`config.mk`:
```
export PLATFORM = sky130hd
export DESIGN_NAME = sub_multiword_seq
export DESIGN_NICKNAME = d
export VERILOG_FILES = /design/src/rtl/sub_multiword_seq.sv
export SDC_FILE = /design/constraint.sdc
export NUM_CORES = 1
export LEC_CHECK = 0
export ABC_AREA = 0
export ABC_CLOCK_PERIOD_IN_PS = 5300
export CAP_MARGIN = 20
export CORE_UTILIZATION = 42
export DETAILED_ROUTE_END_ITERATION = 6
export GPL_TIMING_DRIVEN = 0
export PLACE_DENSITY_LB_ADDON = 0.25
export RECOVER_POWER = 100
export SYNTH_ARGS = -nofsm -noshare
export SYNTH_HDL_FRONTEND = slang
export SYNTH_HIERARCHICAL = 1
export SYNTH_SLANG_ARGS = --single-unit
```
`constraint.sdc`:
```
create_clock -name clk -period 5.3 [get_ports clk]
set_input_delay 1.06 -clock clk [delete_from_list [all_inputs] [get_ports clk]]
set_output_delay 1.06 -clock clk [all_outputs]
set_load 0.02 [all_outputs]
```
`src/rtl/sub_multiword_seq.sv`:
```
// sub_multiword_seq -- multi-precision subtract sequencer.
//
// Computes diff = op_a - op_b - borrow_in over WORDS 32-bit words by stepping
// one word per cycle (least-significant first) through a single shared
// 32-bit subtractor, with the borrow carried in a register between words.
//
// Ports:
//   clk, rst_n              clock, asynchronous active-low reset
//   in_valid / in_ready     operand handshake (accepted only in IDLE)
//   op_a, op_b, borrow_in   minuend, subtrahend, initial borrow
//   out_valid / out_ready   result handshake (held in DONE until taken)
//   diff                    op_a - op_b - borrow_in mod 2^(32*WORDS)
//   borrow_out              1 iff op_a < op_b + borrow_in (unsigned)
//   zero                    diff == 0
//   ovf                     signed overflow of the full-width subtract
//   busy                    high while words are being processed

// 32-bit subtract with borrow in/out; the only arithmetic subtractor used.
module subtractor32bit (
  input  logic [31:0] subtractor_in0,
  input  logic [31:0] subtractor_in1,
  input  logic        borrow_in,
  output logic [31:0] subtractor_out,
  output logic        borrow_out
);
  logic [32:0] full;

  // A negative result shows up as bit 32 set in the 33-bit difference.
  assign full           = {1'b0, subtractor_in0} - {1'b0, subtractor_in1} - {32'd0, borrow_in};
  assign subtractor_out = full[31:0];
  assign borrow_out     = full[32];
endmodule

module sub_multiword_seq #(
  parameter int WORDS = 2
) (
  input  logic                  clk,
  input  logic                  rst_n,
  input  logic                  in_valid,
  output logic                  in_ready,
  input  logic [32*WORDS-1:0]   op_a,
  input  logic [32*WORDS-1:0]   op_b,
  input  logic                  borrow_in,
  output logic                  out_valid,
  input  logic                  out_ready,
  output logic [32*WORDS-1:0]   diff,
  output logic                  borrow_out,
  output logic                  zero,
  output logic                  ovf,
  output logic                  busy
);
  localparam int IDX_W = (WORDS > 1) ? $clog2(WORDS) : 1;
  localparam int MSB   = 32*WORDS - 1;
  localparam logic [IDX_W-1:0] LAST_IDX = IDX_W'(WORDS - 1);

  typedef enum logic [1:0] {IDLE, RUN, DONE} state_t;

  state_t               state_q, state_d;
  logic [IDX_W-1:0]     idx_q, idx_d;
  logic                 borrow_q, borrow_d;
  logic [32*WORDS-1:0]  a_q, a_d;
  logic [32*WORDS-1:0]  b_q, b_d;
  logic                 zacc_q, zacc_d;       // all words so far were zero
  logic                 borrow_out_q, borrow_out_d;
  logic                 zero_q, zero_d;
  logic                 ovf_q, ovf_d;

  logic [31:0]          a_w [WORDS];
  logic [31:0]          b_w [WORDS];
  logic [31:0]          sub_out;
  logic                 sub_bout;
  logic                 capture;
  logic                 step;
  logic                 last;
  logic                 word_zero;

  assign capture   = (state_q == IDLE) && in_valid;
  assign step      = (state_q == RUN);
  assign last      = (idx_q == LAST_IDX);
  assign word_zero = (sub_out == 32'd0);

  // Word views of the captured operands, and per-word result registers.
  generate
    for (genvar gi = 0; gi < WORDS; gi++) begin : g_word
      logic [31:0] word_q;

      assign a_w[gi] = a_q[gi*32 +: 32];
      assign b_w[gi] = b_q[gi*32 +: 32];

      always_ff @(posedge clk or negedge rst_n) begin
        if (!rst_n) begin
          word_q <= 32'd0;
        end else if (step && (idx_q == IDX_W'(gi))) begin
          word_q <= sub_out;
        end
      end

      assign diff[gi*32 +: 32] = word_q;
    end
  endgenerate

  subtractor32bit u_sub (
    .subtractor_in0 (a_w[idx_q]),
    .subtractor_in1 (b_w[idx_q]),
    .borrow_in      (borrow_q),
    .subtractor_out (sub_out),
    .borrow_out     (sub_bout)
  );

  // State register
  always_ff @(posedge clk or negedge rst_n) begin
    if (!rst_n) begin
      state_q <= IDLE;
    end else begin
      state_q <= state_d;
    end
  end

  // Next-state logic
  always_comb begin
    state_d = state_q;
    case (state_q)
      IDLE:    if (in_valid)  state_d = RUN;
      RUN:     if (last)      state_d = DONE;
      DONE:    if (out_ready) state_d = IDLE;
      default:                state_d = IDLE;
    endcase
  end

  // Outputs decoded from state
  always_comb begin
    in_ready  = (state_q == IDLE);
    busy      = (state_q == RUN);
    out_valid = (state_q == DONE);
  end

  // Datapath next-state
  always_comb begin
    idx_d        = idx_q;
    borrow_d     = borrow_q;
    a_d          = a_q;
    b_d          = b_q;
    zacc_d       = zacc_q;
    borrow_out_d = borrow_out_q;
    zero_d       = zero_q;
    ovf_d        = ovf_q;
    if (capture) begin
      a_d      = op_a;
      b_d      = op_b;
      borrow_d = borrow_in;
      idx_d    = '0;
      zacc_d   = 1'b1;
    end else if (step) begin
      borrow_d = sub_bout;
      zacc_d   = zacc_q & word_zero;
      if (last) begin
        // Flags land together with the top word; sub_out is that word.
        borrow_out_d = sub_bout;
        zero_d       = zacc_q & word_zero;
        ovf_d        = (a_q[MSB] != b_q[MSB]) && (sub_out[31] != a_q[MSB]);
      end else begin
        idx_d = idx_q + IDX_W'(1);
      end
    end
  end

  always_ff @(posedge clk or negedge rst_n) begin
    if (!rst_n) begin
      idx_q        <= '0;
      borrow_q     <= 1'b0;
      a_q          <= '0;
      b_q          <= '0;
      zacc_q       <= 1'b0;
      borrow_out_q <= 1'b0;
      zero_q       <= 1'b0;
      ovf_q        <= 1'b0;
    end else begin
      idx_q        <= idx_d;
      borrow_q     <= borrow_d;
      a_q          <= a_d;
      b_q          <= b_d;
      zacc_q       <= zacc_d;
      borrow_out_q <= borrow_out_d;
      zero_q       <= zero_d;
      ovf_q        <= ovf_d;
    end
  end

  assign borrow_out = borrow_out_q;
  assign zero       = zero_q;
  assign ovf        = ovf_q;
endmodule

```
==> results of run 1 <==
## cell usage after synthesis, drive strengths merged (3+ instances only)
cell    instances  area [um^2]
and3            5         31.3
nor3            5         25.0
buf            30          225
nor4            7         43.8
a21o            7         52.6
nand3          13         65.1
ha             62          776
o21ai          23          119
nand2          30          113
xor2           14          123
clkbuf          9         33.8
a21oi          35          183
o21a            3         22.5
xnor2          18          158
o21bai          5         37.5
inv           102          383
nor2           16         62.6
a31oi           3         18.8
o211ai          4         35.0
a221o           3         30.0
dfrtp         200         5000
mux2          257         2910
nand4           8         50.1
## flip-flops by register name (all words and copies together), names as in the netlist
| name | flops |
|---|---|
| b_q | 64 |
| idx_q | 1 |
| zacc_q | 1 |
| zero | 1 |
| a_q | 64 |
| borrow_out | 1 |
| state_q | 2 |
| ovf | 1 |
| g_word.word_q | 64 |
| borrow_q | 1 |
## worst max path at each step
stage / end / slack, ns / depth (start not counted) / start
2_1_floorplan: zero / 1.28 / 17 / idx_q
3_3_place_gp: b_q[56] / -5.43 / 1 / rst_n
5_1_grt: zero / 0.007 / 17 / idx_q
6_report: zero / 0.30 / 17 / idx_q
3_5_place_dp: zero / 0.33 / 18 / idx_q
4_1_cts: zero / 0.32 / 18 / idx_q
## kinds of logic (layout without fill, tap and decap cells)
family,count (synthesis),after routing,share of synthesized area
xor+xnor,32,32,0.0260
fa+ha+maj,64,64,0.0756
simple gates,96,96,0.0439
buf+inv,141,377,0.0595
mux,258,258,0.271
flops,200,200,0.464
compound gates,98,98,0.0606
## worst min-delay path, cell delays in order (launching register included)
cell     delay [ns]
dfrtp_1        0.34
nand2_1        0.04
o21ai_0        0.06
## per-layer routing
layer / wire [um] / GRT usage / vias to the layer above
li1: - / - / 3546
met1: 11600 / 0.263 / 3665
met2: 13100 / 0.361 / 178
met3: 1060 / 0.0365 / 32
met4: 467 / 0.0596 / 0
met5: 0 / 0 / -
## placed cells by master (no fill, tap or decap), drive strengths merged, types with 3 or more instances in the layout
cell           Yosys  layout
inv              102     108
nand3             13      13
o21a               3       3
dfrtp            200     200
a221o              3       3
a21oi             35      35
nor3               5       5
ha                62      62
xnor2             18      18
xor2              14      14
nor4               7       7
nand2             30      30
clkbuf             9      48
and3               5       5
o21ai             23      23
a21o               7       7
buf               30      14
o211ai             4       4
a31oi              3       3
nand4              8       8
dlygate4sd3        0      71
nor2              16      16
o21bai             5       5
clkinv             0       5
mux2             257     257
clkdlybuf4s50      0     130
## per-stage QoR
step           setup slack [ns]   util
6_report                  0.298  0.544
5_1_grt                 0.00664  0.544
4_1_cts                   0.324  0.550
3_5_place_dp              0.328  0.528
3_3_place_gp              -5.43  0.525
2_1_floorplan              1.28      -
## layout make-up
type                    count  area (um^2)  share of cell area
multi-input cells         548         5110               0.373
flip-flops and latches    200         5000               0.365
repair buffers            204         2040               0.149
clock buffers              20          457              0.0333
well taps                 330          413              0.0301
inverters                 102          383              0.0279
plain buffers              39          183              0.0133
clock inverters            12          108             0.00785
==> results.cfg, run 1 <==
[logic_synthesis]
synth_area_um2 = 10800
ys_ff_latch = 200
netlist_instances = 889
ys_seq_area_frac = 0.464
yosys_warnings = 6
synthArstFlopShare = 1.00
ys.flop_type = dfrtp_1
synth_cell_type_count = 57
synth_edf_count = 0
syn_area_per_cell_um2 = 12.1
syn_nets = 1086

[critical_path]
cp.arrival_ns = 5.37
cp-end-kind = flop
required_ns = 5.67
critPathMaxFanout = 10
crit_path_cell_trace = clkbuf_1, mux2_2, ha_1, inv_1, ha_1, clkbuf_1, a21oi_1, o21ai_1, a221o_1, a221o_1, a21oi_1, o21ai_1, xor2_1, nor4_1, nand4_1, or3_1, o21ai_0
critPathLaunchType = flop
crit_family = compound AO/OA/AOI/OAI gates
r2r_start = idx_q
crit_buf_inv = 3
crit_type = flop to flop
reg2reg_depth = 17
r2r_slack_ns = 0.30
max_stage_delay_ns = 0.63
slowest_stage = clkbuf_1
r2r-end = zero

[route]
route.detailed.drc = 0
vias_per_cell = 5.10
drtIter0Drc = 313
drt-total-wl_um = 26200
detail-route-antenna-nets = 0
num_vias = 7421
wire_per_inst_um = 18.0
firstDrtPassIters = 4

[floorplanning]
die_area_um2 = 26300
coreArea_um2 = 25200
pin_count = 203
fp-row-count = 58
initial_core_util = 0.429
fp.dieW_um = 162
die_y_um = 162

[clock_tree]
cts_root_buf = clkbuf_16
cts_buffers = 17
cts_resized = 0
clk_pin_slew_ns = 0.08
clkSinkCount = 200
ctsLongestPathBuffers = 2
worstSkewPairLatency_ns = 0.44
ctsHtreeMaxLevel = 4
postCtsSetupRepairBufs = 0
cts_hold_buf = 0
cts_tree = yes

[worst_hold_path]
hold_start = ovf
hold_path_end = ovf
hold_path_class = flop to flop
worstHoldPathCells = 2

[place]
gp_congestion = 0.870
hpwl_um = 20300
placed_area_um2 = 13300
place_inst = 1423
io_buffers = 202

[run_status]
outcome = finished with violations
violations = max-capacitance violations, max-slew violations

[sta]
relSlewSlack = -0.774
clock_skew_ns = 0.0128
setup_viol = 0
setup_tns_ns = 0
rsz0062_at_grt = no
fmax_ghz = 0.200
slew_violations = 121
period_minus_slack_ns = 5.00
fin_crit_sh = 0.944
whs_ns = 0.480
hold_violations = 0
worstMarginPinSlew_ns = 2.66

[finish]
nets = 1309
final_cell_area_um2 = 13700
drive_above_1_share = 0.272
antennaDiodeCount = 0
area.growth.synth_to_final_pct = 26.9
num-fill-cells = 2221
finalNonFillerCells = 1455

[job]
cap_viol_max_count = 2

[global_route]
track_usage = 0.208
grt_max_degree = 83
overflow = 0
antenna_found_initial = 0
grt_pass1_wl_um = 41600
grt_pass1_vias = 7729
Power of run 1 is not shown: default switching activity piles up to over one toggle a cycle in this logic, so the estimate is an artifact.
==> inputs of run 2 (changes only) <==
- CAP_MARGIN: 20 -> 30
==> results of run 2 <==
No change in the layout: final DEF, timing and power equal those of run 1.
Power of run 2 is left out for the same reason.
==> inputs of run 3 (changes only) <==
- CORE_UTILIZATION: 42 -> 53
==> run 3 against run 2 <==
Effect of this change: the flow still finishes with violations (max-capacitance violations, max-slew violations); core utilization up 15 points; clock skew decreased by 0.0030 ns; sequential share of layout area increased by 0.16 points; worst setup slack gained 0.028 ns; sequential cell count is the same; die area fell by 21%; maximum frequency increased by 0.56%; register-to-register slack improved by 0.03 ns; critical path depth grew 1; final cell count shrank 4.5%; via count increased by 1.4%; first-iteration DRC count rose by 22%; largest cell class unchanged.
==> results.cfg, run 3 (synthesis gave the netlist of run 1 again) <==
[clock_tree]
worstSkewPairLatency_ns = 0.44
clk_pin_slew_ns = 0.07
clkSinkCount = 200
cts_hold_buf = 0
cts_tree = yes
ctsHtreeMaxLevel = 4
cts_buffers = 17
ctsLongestPathBuffers = 2
cts_root_buf = clkbuf_16

[global_route]
grt_max_degree = 117
antenna_found_initial = 0
track_usage = 0.256
grt_pass1_vias = 7868
grt_pass1_wl_um = 40400
overflow = 0

[sta]
whs_ns = 0.498
relSlewSlack = -1.46
setup_viol = 0
fmax_ghz = 0.201
worstMarginPinSlew_ns = 3.69
fin_crit_sh = 0.938
period_minus_slack_ns = 4.97
slew_violations = 86
clock_skew_ns = 0.00975
rsz0062_at_grt = no
hold_violations = 0

[critical_path]
startpoint = idx_q
critPathLaunchType = flop
r2r_start = idx_q
crit_buf_inv = 4
crit_path_cell_trace = buf_2, buf_2, mux2_2, inv_1, fa_1, inv_1, fa_1, and2_1, o211ai_2, a21oi_1, o31a_1, o21bai_1, a21oi_1, xnor2_1, nor4_1, nand4_1, or3_1, o21ai_0
max_stage_delay_ns = 0.43
r2r_slack_ns = 0.33
critPathMaxFanout = 10
cp-end-kind = flop
r2r-end = zero
crit_type = flop to flop
slowest_stage = fa_1
cp.arrival_ns = 5.33
required_ns = 5.65
crit_family = compound AO/OA/AOI/OAI gates
reg2reg_depth = 18

[worst_hold_path]
hold_path_class = flop to flop
hold_start = zacc_q
hold_path_end = zacc_q
worstHoldPathCells = 2

[floorplanning]
fp.dieW_um = 145
die_y_um = 145
initial_core_util = 0.547
fp-row-count = 51
die_area_um2 = 20900
coreArea_um2 = 19700
pin_count = 203

[job]
cap_viol_max_count = 1

[route]
route.detailed.drc = 0
detail-route-antenna-nets = 0
num_vias = 7525
drtIter0Drc = 381
wire_per_inst_um = 18.2
vias_per_cell = 5.42
drt-total-wl_um = 25300
firstDrtPassIters = 5

[finish]
reg.largest.list = a_q x64, b_q x64, g_word.word_q x64
num-fill-cells = 1518
finalNonFillerCells = 1389
final_cell_mix = 252 x mux2_2, 200 x dfrtp_1, 130 x clkdlybuf4s50_1
drive_above_1_share = 0.275
area.growth.synth_to_final_pct = 26.4
final_common_cell = mux2_2
antennaDiodeCount = 0
nets = 1308

[place]
hpwl_um = 19300
place_inst = 1357
gp_congestion = 0.909
io_buffers = 202

[run_status]
violations = max-capacitance violations, max-slew violations
outcome = finished with violations
run 3: changes by cell type in the layout (fill, tap and decap cells not counted), sizes merged:
cell and change:
clkbuf -3, clkinv -2, clkinvlp +2, bufinv +1
dlymetal6s4s +1
run 3: per-layer routing:
layer,vias up,track usage,share of wire
met2,175,0.466,0.53
met3,29,0.0395,0.032
li1,3534,-,-
met4,0,0.0753,0.016
met1,3787,0.313,0.43
met5,-,0,0
run 3: area by class of cell:
class,count,area [um^2],area share
multi-input cells,548,5120,0.376
flip-flops and latches,200,5000,0.367
repair buffers,203,2040,0.149
clock buffers,19,443,0.0325
inverters,102,383,0.0281
well taps,265,332,0.0243
plain buffers,39,184,0.0135
clock inverters,13,135,0.00991
run 3: how the worst max path moves through the flow:
stage,to,cells after the start,slack (ns)
detailed placement,zero,18,0.42
CTS,zero,18,0.36
global placement,g_word[0].word_q[22],1,-5.14
finish,zero,18,0.33
global route,zero,18,0.009
floorplan,zero,17,1.28
run 3: timing repair:
| item | 4_1_cts | 5_1_grt |
|---|---|---|
| buffers inserted | 0 | 0 |
| endpoints found under the setup margin | 0 | 2 |
| endpoints found under the hold margin | 0 | 0 |
| gates resized for setup | 0 | 3 |
run 3: worst min-delay path, cell delays in order (launching register included):
cell	delay (ns)
dfrtp_1	0.35
a21oi_1	0.07
nand2_1	0.05
run 3: per-stage QoR:
step                setup slack [ns]   util  setup TNS [ns]  instance area (um^2)
floorplan                       1.28      -               0                 10800
global placement               -5.14  0.667        -1023.79                 13100
detailed placement             0.418  0.668               0                 13200
CTS                            0.364  0.698               0                 13800
global route                 0.00855  0.692               0                 13600
finish                         0.326  0.692               0                 13600
Power of run 3 is left out for the same reason.
